[src/rtl/rom_glyph_sequencer.sv]
// rom_glyph_sequencer
// Read-side controller for the glyph ROM. It walks ROM addresses 0..7,
// latches each segment/character pair onto the display outputs and holds
// it there for HOLD_TICKS timebase ticks before moving to the next entry.
// Blank segment entries can be skipped, and the walk can run once or loop.
module rom_glyph_sequencer #(
  parameter int HOLD_TICKS = 4,
  parameter int LOOP       = 0,
  parameter int SKIP_BLANK = 1
) (
  input  logic       clk,
  input  logic       rst,
  input  logic       ena,
  input  logic       start,
  input  logic       stop,
  input  logic       tick,
  output logic [2:0] rom_addr,
  input  logic [7:0] rom_data1,
  input  logic [7:0] rom_data2,
  output logic [7:0] seg,
  output logic [7:0] char,
  output logic       frame_stb,
  output logic       busy,
  output logic       done
);

  localparam logic [1:0] S_IDLE   = 2'd0;
  localparam logic [1:0] S_FETCH  = 2'd1;
  localparam logic [1:0] S_HOLD   = 2'd2;
  localparam logic [1:0] S_FINISH = 2'd3;

  localparam logic       LOOP_EN   = (LOOP != 0);
  localparam logic       SKIP_EN   = (SKIP_BLANK != 0);
  // The entry is released on the tick that finds the counter at this value.
  localparam logic [7:0] HOLD_LAST = 8'(HOLD_TICKS - 1);
  localparam logic [2:0] LAST_ADDR = 3'd7;

  logic [1:0] state_q, state_d;
  logic [2:0] addr_q, addr_d;
  logic [7:0] seg_q, seg_d;
  logic [7:0] char_q, char_d;
  logic [7:0] cnt_q, cnt_d;
  logic       frame_q, frame_d;
  logic       busy_q, busy_d;
  logic       done_q, done_d;

  logic [1:0] adv_state;
  logic [2:0] adv_addr;
  logic       adv_done;
  logic       entry_blank;
  logic       hold_expired;

  // Where the walk goes once the current address has been dealt with
  always_comb begin
    adv_state = S_FETCH;
    adv_addr  = addr_q + 3'd1;
    adv_done  = 1'b0;
    if (addr_q == LAST_ADDR) begin
      if (LOOP_EN) begin
        adv_addr = 3'd0;
      end else begin
        // Address stays on the last entry for the single FINISH cycle.
        adv_state = S_FINISH;
        adv_addr  = addr_q;
        adv_done  = 1'b1;
      end
    end
  end

  // Entry qualification: blank detection and end-of-hold detection
  always_comb begin
    entry_blank  = SKIP_EN && (rom_data1 == 8'h00);
    hold_expired = tick && (cnt_q == HOLD_LAST);
  end

  // Next-state logic; stop outranks every state-specific action
  always_comb begin
    state_d = state_q;
    addr_d  = addr_q;
    seg_d   = seg_q;
    char_d  = char_q;
    cnt_d   = cnt_q;
    busy_d  = busy_q;
    frame_d = 1'b0;
    done_d  = 1'b0;

    if (stop) begin
      state_d = S_IDLE;
      addr_d  = 3'd0;
      seg_d   = 8'h00;
      char_d  = 8'h00;
      cnt_d   = 8'h00;
      busy_d  = 1'b0;
    end else begin
      case (state_q)
        S_IDLE: begin
          if (start) begin
            state_d = S_FETCH;
            addr_d  = 3'd0;
            busy_d  = 1'b1;
          end
        end

        S_FETCH: begin
          // ROM is combinational: rom_data1/2 already belong to addr_q.
          if (entry_blank) begin
            state_d = adv_state;
            addr_d  = adv_addr;
            done_d  = adv_done;
          end else begin
            state_d = S_HOLD;
            seg_d   = rom_data1;
            char_d  = rom_data2;
            cnt_d   = 8'h00;
            frame_d = 1'b1;
          end
        end

        S_HOLD: begin
          if (hold_expired) begin
            state_d = adv_state;
            addr_d  = adv_addr;
            done_d  = adv_done;
          end else if (tick) begin
            cnt_d = cnt_q + 8'd1;
          end
        end

        S_FINISH: begin
          // seg/char keep showing the last entry after the pass ends.
          state_d = S_IDLE;
          addr_d  = 3'd0;
          busy_d  = 1'b0;
        end

        default: begin
          state_d = S_IDLE;
          addr_d  = 3'd0;
          busy_d  = 1'b0;
        end
      endcase
    end
  end

  // State registers; ena low freezes everything, including pending strobes
  always_ff @(posedge clk) begin
    if (rst) begin
      state_q <= S_IDLE;
      addr_q  <= 3'd0;
      seg_q   <= 8'h00;
      char_q  <= 8'h00;
      cnt_q   <= 8'h00;
      frame_q <= 1'b0;
      busy_q  <= 1'b0;
      done_q  <= 1'b0;
    end else if (ena) begin
      state_q <= state_d;
      addr_q  <= addr_d;
      seg_q   <= seg_d;
      char_q  <= char_d;
      cnt_q   <= cnt_d;
      frame_q <= frame_d;
      busy_q  <= busy_d;
      done_q  <= done_d;
    end
  end

  // Strobes are masked while frozen so a held pulse is not seen twice.
  assign rom_addr  = addr_q;
  assign seg       = seg_q;
  assign char      = char_q;
  assign busy      = busy_q;
  assign frame_stb = frame_q & ena;
  assign done      = done_q & ena;

endmodule

[config.mk]
export PLATFORM = sky130hd
export DESIGN_NAME = rom_glyph_sequencer
export DESIGN_NICKNAME = d
export VERILOG_FILES = /design/src/rtl/rom_glyph_sequencer.sv
export SDC_FILE = /design/constraint.sdc
export NUM_CORES = 1
export LEC_CHECK = 0
export BUFFER_PORTS_ARGS = -buffer_cell sky130_fd_sc_hd__buf_2
export CORE_MARGIN = 2
export CORE_UTILIZATION = 50
export CTS_BUF_LIST = sky130_fd_sc_hd__clkbuf_2
export CTS_CLUSTER_DIAMETER = 80
export DETAILED_ROUTE_END_ITERATION = 10
export PLACE_DENSITY = 0.77
export SYNTH_ARGS = -nofsm -noshare
export SYNTH_HDL_FRONTEND = slang
export SYNTH_SLANG_ARGS = --single-unit
[constraint.sdc]
create_clock -name clk -period 2.2 [get_ports clk]
set_input_delay 0.11 -clock clk [delete_from_list [all_inputs] [get_ports clk]]
set_output_delay 0.11 -clock clk [all_outputs]
set_load 0.03 [all_outputs]
Word-level counts from Yosys, hierarchy flattened:

Cells that the tools add are included.

* register bits after elaboration: 32
* latch bits: 0
* bits in writable memories: 0
* ROM bits: 0
* input port bits: 22
* output and inout bits: 22
* logic and storage cells: 69
* memories: 0

* $add $sub $neg: 2
* multiply operators: 0
* div/mod/pow operators: 0
* magnitude comparators: 0
* equality and inequality tests: 12
* shift operators: 0
* muxes and demuxes: 34
* bitwise logic cells: 2
* reduce and logical (&&, ||, !) cells: 11

Operators with widths (number)
* $mux 8: 10
* $ne 3x3->1 const B: 6
* $pmux 8 s2: 1
* $mux 3: 5
* $pmux 3 s4: 1
* $mux 2: 5
* $mux 1: 9
* $reduce_and 3->1: 3
* $add 8x1->8 const B: 1
* $eq 8x2->1 const B: 1
* $logic_not 8->1: 1
* $pmux 2 s4: 1
* $reduce_bool 3->1: 2
* $reduce_and 5->1: 1
* $eq 2x2->1 const B: 2
* $pmux 1 s2: 2
* $reduce_and 4->1: 1
* $add 3x1->3 const B: 1
* $eq 3x3->1 const B: 1
* $and 1x1->1: 2
* $eq 2x1->1 const B: 1
* $logic_not 2->1: 1
* $ne 2x2->1 const B: 1
* $reduce_bool 2->1: 1
* $logic_and 1x1->1: 1

Logic depth before layout (Yosys ltp):

* depth after elaboration: 5
* mapped depth: 9
* depth with buffers taken out: 7

Worst setup path after synthesis:

Ideal clock, no wire load.

* path type: register to register
* from: register state_q[0]
* to: register addr_q[1] (netlist: rom_addr[1])
* library setup time: 70 ps
* arrival: 1892 ps
* setup slack: 238 ps
* stages on the path, launching flop included: 8
* buffers on the path: 1
* period minus slack after synthesis: 1962 ps
* cell sequence: dfxtp_1 -> inv_1 -> ha_1 -> buf_2 -> nor2b_1 -> a211o_1 -> or4b_1 -> a21oi_1

* cells in the longest elaborated chain, start to end: 3
* elaborated cells between the ends (all ways): 10
* classes of those cells: eq/ne: 6; mux: 2; reduce/logical: 2

RTL lines
* from (decl): RTL line 38 `logic [1:0] state_q, state_d;`
* from (signal assigned): RTL line 157 `state_q <= state_d;`
* $eq 2x1->1, or another cell as far along: RTL line 95 `case (state_q)`
* $ne 3x3->1 (no source line) or $pmux 3 s4 (tied branches)
* $reduce_and 4->1 (no source line) or $mux 3 (tied branches)
* to (signal assigned): RTL line 158 `addr_q <= addr_d;`
* to (decl): RTL line 39 `logic [2:0] addr_q, addr_d;`

Parallel ways exist; a longest one is shown, timed or not.
A chain may end at the register's enable or synchronous reset.

Worst setup path after layout:

* from: register state_q[0]
* to: register addr_q[0] (netlist: rom_addr[0])

The elaborated chain is that of the path after synthesis.

==> results by group <==
Status
  – Run status: complete, no violations

Route
  – Remaining antenna violation count: 0
  – Vias after detailed routing: 1571
  – DR WL/cell: 15.14 um
  – Pre-antenna DRT Iters: 4
  – Initial drt markers: 84
  – DRT Wirelength: 4.028 mm
  – Residual DRC: 0
  – Vias/cell: 5.906

Critical path
  – CP Capture Point: rom_addr[0]
  – Worst flop-to-flop path endpoint: rom_addr[0]
  – Worst Reg-to-Reg Cells: 6
  – WP buf/inv: 1
  – Startpoint Class: flip-flop
  – Reg-to-reg startpoint: state_q[0]
  – Arr. time, crit path: 2.39 ns
  – Worst path required time: 2.52 ns
  – Worst path max stage delay: 0.48 ns
  – Critical path endpoint category: flip-flop
  – Crit-path slowest cell: or4_1
  – Crit Path Max Fanout: 10
  – CP delay by family, top: simple AND/OR/NAND/NOR gates
  – Worst-path cell chain: inv_1 -> ha_2 -> nor2b_1 -> a211o_2 -> or4_1 -> a21oi_1
  – Crit. Startpoint: state_q[0]
  – CP Class: reg -> reg
  – CP Depth: 6
  – R2R Setup Slk: 0.13 ns

Floorplanning
  – Initial Util: 0.5134
  – Die Span Y: 59.30 um
  – Die footprint: 0.003516 mm^2
  – Core area: 0.002978 mm^2
  – Io pins: 44
  – Core Rows: 20
  – Die width: 59.30 um

Synthesis
  – Most common cell in the netlist: dfxtp_1
  – #FFs+latches synth: 32
  – Syn_nets: 205
  – Ys flop type: dfxtp_1
  – Post-synth EDFFs: 0
  – Cells after Synth: 175
  – Share of the synthesized area in the top cell type: 0.4190
  – Synth cell types: 37
  – Async SR Flop Fraction: 0
  – Sequential-to-total area share from yosys stat: 0.4190
  – Synthesized area: 0.001529 mm^2
  – Yosys warns: 0
  – Synth area leaders: dfxtp_1, a22oi_1, ha_1, nor2_1, a21oi_1
  – Area leader, netlist: dfxtp_1
  – Avg Cell Area, Syn: 8.737 um^2
  – Commonest cells post-synth: dfxtp_1, nor2_1, a21oi_1, a22oi_1

Placed design
  – GPL Wtd Cong: 0.8826
  – PortBufs: 43
  – Detailed Place HPWL: 2.735 mm

Pwr
  – Maximum vdd drop: 0.0003563 V
  – Leakage: 0.0008115 uW
  – PD cells: 506.6 mW/mm^2

STA
  – Fin crit period: 2.075 ns
  – Setup TNS: 0 ns
  – Tcrit/Tclk final: 0.9430
  – Hold Vio Cnt, Final: 0
  – Final slew viol count: 0
  – RSZ-0062 raised after global routing: false
  – Final setup fails: 0
  – Measured slew at the worst slew-check pin: 0.5847 ns
  – F_max: 482.0 MHz
  – Final Skew: 0.003437 ns
  – Relative slew slack: 0.6072

Global routing
  – Global-route wire length before repair: 6.513 mm
  – GRT Total Usage: 0.2447
  – Vias in the first global route: 1504
  – Grt ovf: 0
  – Initial antenna violation count: 0
  – Largest net degree at the start of global routing: 33

Final layout
  – Post-layout nets: 263
  – Syn-to-layout area delta: 27.50%
  – Layout cells sized above 1: 0.2532
  – Core Util, Final: 0.6546
  – Fill count: 234
  – Inserted Diodes: 0

Clock tree
  – Max clock buf depth: 2
  – Postcts setup bufs: 0
  – CTS tree: built
  – Reg clk slew, reported paths: 0.16 ns
  – Later-pin clock latency in the skew report: 0.38 ns
  – CTS root buf: clkbuf_2
  – CTS sink count: 32
  – CTS HTree Levels: 2
  – CTS buffer count: 5

Run
  – Total of max-cap violations: 0

Min path
  – Worst hold path type: in -> reg
  – Min-delay src: rom_data1[2]
==> cell usage in the layout, fill, tap and decap left out, drive strengths merged, types with 2 or more instances in the layout <==
master,Yosys,layout
buf,3,45
dfxtp,32,32
nor2,23,23
a21oi,17,17
a22oi,16,16
dlygate4sd3,0,14
o21ai,10,10
nand2,9,9
ha,8,8
clkbuf,5,5
and3,4,4
nand3b,4,4
a31oi,4,4
inv,3,3
and2,3,3
clkinv,1,3
nor3,3,3
nor4,3,3
or4,3,3
nor3b,2,2
nand4,2,2
or3,2,2
mux2i,2,2
or2,2,2
or4b,2,2
nand2b,2,2
a211o,2,2
==> stage by stage <==
stage,instance area (um^2),power (uW),hold WS [ns],std cells,setup slack (ns)
finish,1949,987.5,0.009995,266,0.1254
detailed placement,1767,711.0,0.3724,245,0.07618
floorplan,1529,666.6,0.1880,175,0.2377
CTS,1929,982.7,0.002196,265,0.04051
global placement,1767,706.2,0.3557,245,0.1898
global route,1949,1027,0.01853,266,0.002580
==> state kept, by name, summed over array words and instances, names as in the netlist <==
name	flops
done_q	1
seg	8
rom_addr	3
cnt_q	8
frame_q	1
state_q	2
char	8
busy	1
==> worst register-to-register path, stage by stage (launching register included) <==
cell and delay (ns):
dfxtp_1 0.41, inv_1 0.10, ha_2 0.26, nor2b_1 0.19, a211o_2 0.42, or4_1 0.48
a21oi_1 0.16
==> cells by family (layout without fill, tap and decap cells) <==
family | after synthesis | count (layout) | share of synthesized area
adder cells (fa/ha/maj) | 8 | 8 | 0.06547
AND/OR/NAND/NOR | 67 | 67 | 0.2373
AO/OA/AOI/OAI | 54 | 54 | 0.2332
multiplexers | 2 | 2 | 0.01309
flip-flops | 32 | 32 | 0.4190
buffers and inverters | 12 | 70 | 0.03191
==> routing by layer <==
| metal | vias up | global-route usage | part of all wire |
|---|---|---|---|
| met5 | - | 0 | 0 |
| met4 | 0 | 0.1104 | 0.022 |
| met3 | 11 | 0.07860 | 0.072 |
| met2 | 67 | 0.4050 | 0.49 |
| met1 | 731 | 0.2865 | 0.42 |
| li1 | 762 | - | - |
==> area by class of cell <==
class	instances	area, um^2	area share
Sequential cell	32	640.6	0.3286
Inverter	4	15.01	0.007702
Clock buffer	5	25.02	0.01284
Tap cell	33	41.29	0.02118
Clock inverter	2	7.507	0.003851
Timing Repair Buffer	59	370.4	0.1900
Multi-Input combinational cell	131	849.6	0.4358
==> worst min path at each step <==
| stage | to | depth (start not counted) | slack (ns) |
|---|---|---|---|
| final | seg[2] | 3 | 0.01 |
| after global placement | char[1] | 3 | 0.36 |
| after global routing | seg[2] | 3 | 0.02 |
| after floorplan | busy | 1 | 0.19 |
| after detailed placement | char[0] | 3 | 0.37 |
| after CTS | seg[2] | 3 | 0.002 |
==> power by group <==
group / internal [uW] / total [uW] / switching [uW]
Clock: 65.3 / 265 / 200
Sequential: 587 / 591 / 4.01
Combinational: 55.2 / 132 / 76.3
Total: 707 / 988 / 280
==> timing repair <==
item,in CTS,in global routing
hold buffers,13,1
endpoints found under the setup margin,0,9
endpoints found under the hold margin,13,1
gates resized for setup,0,3
Note: power is estimated with default switching activity, not from simulation.
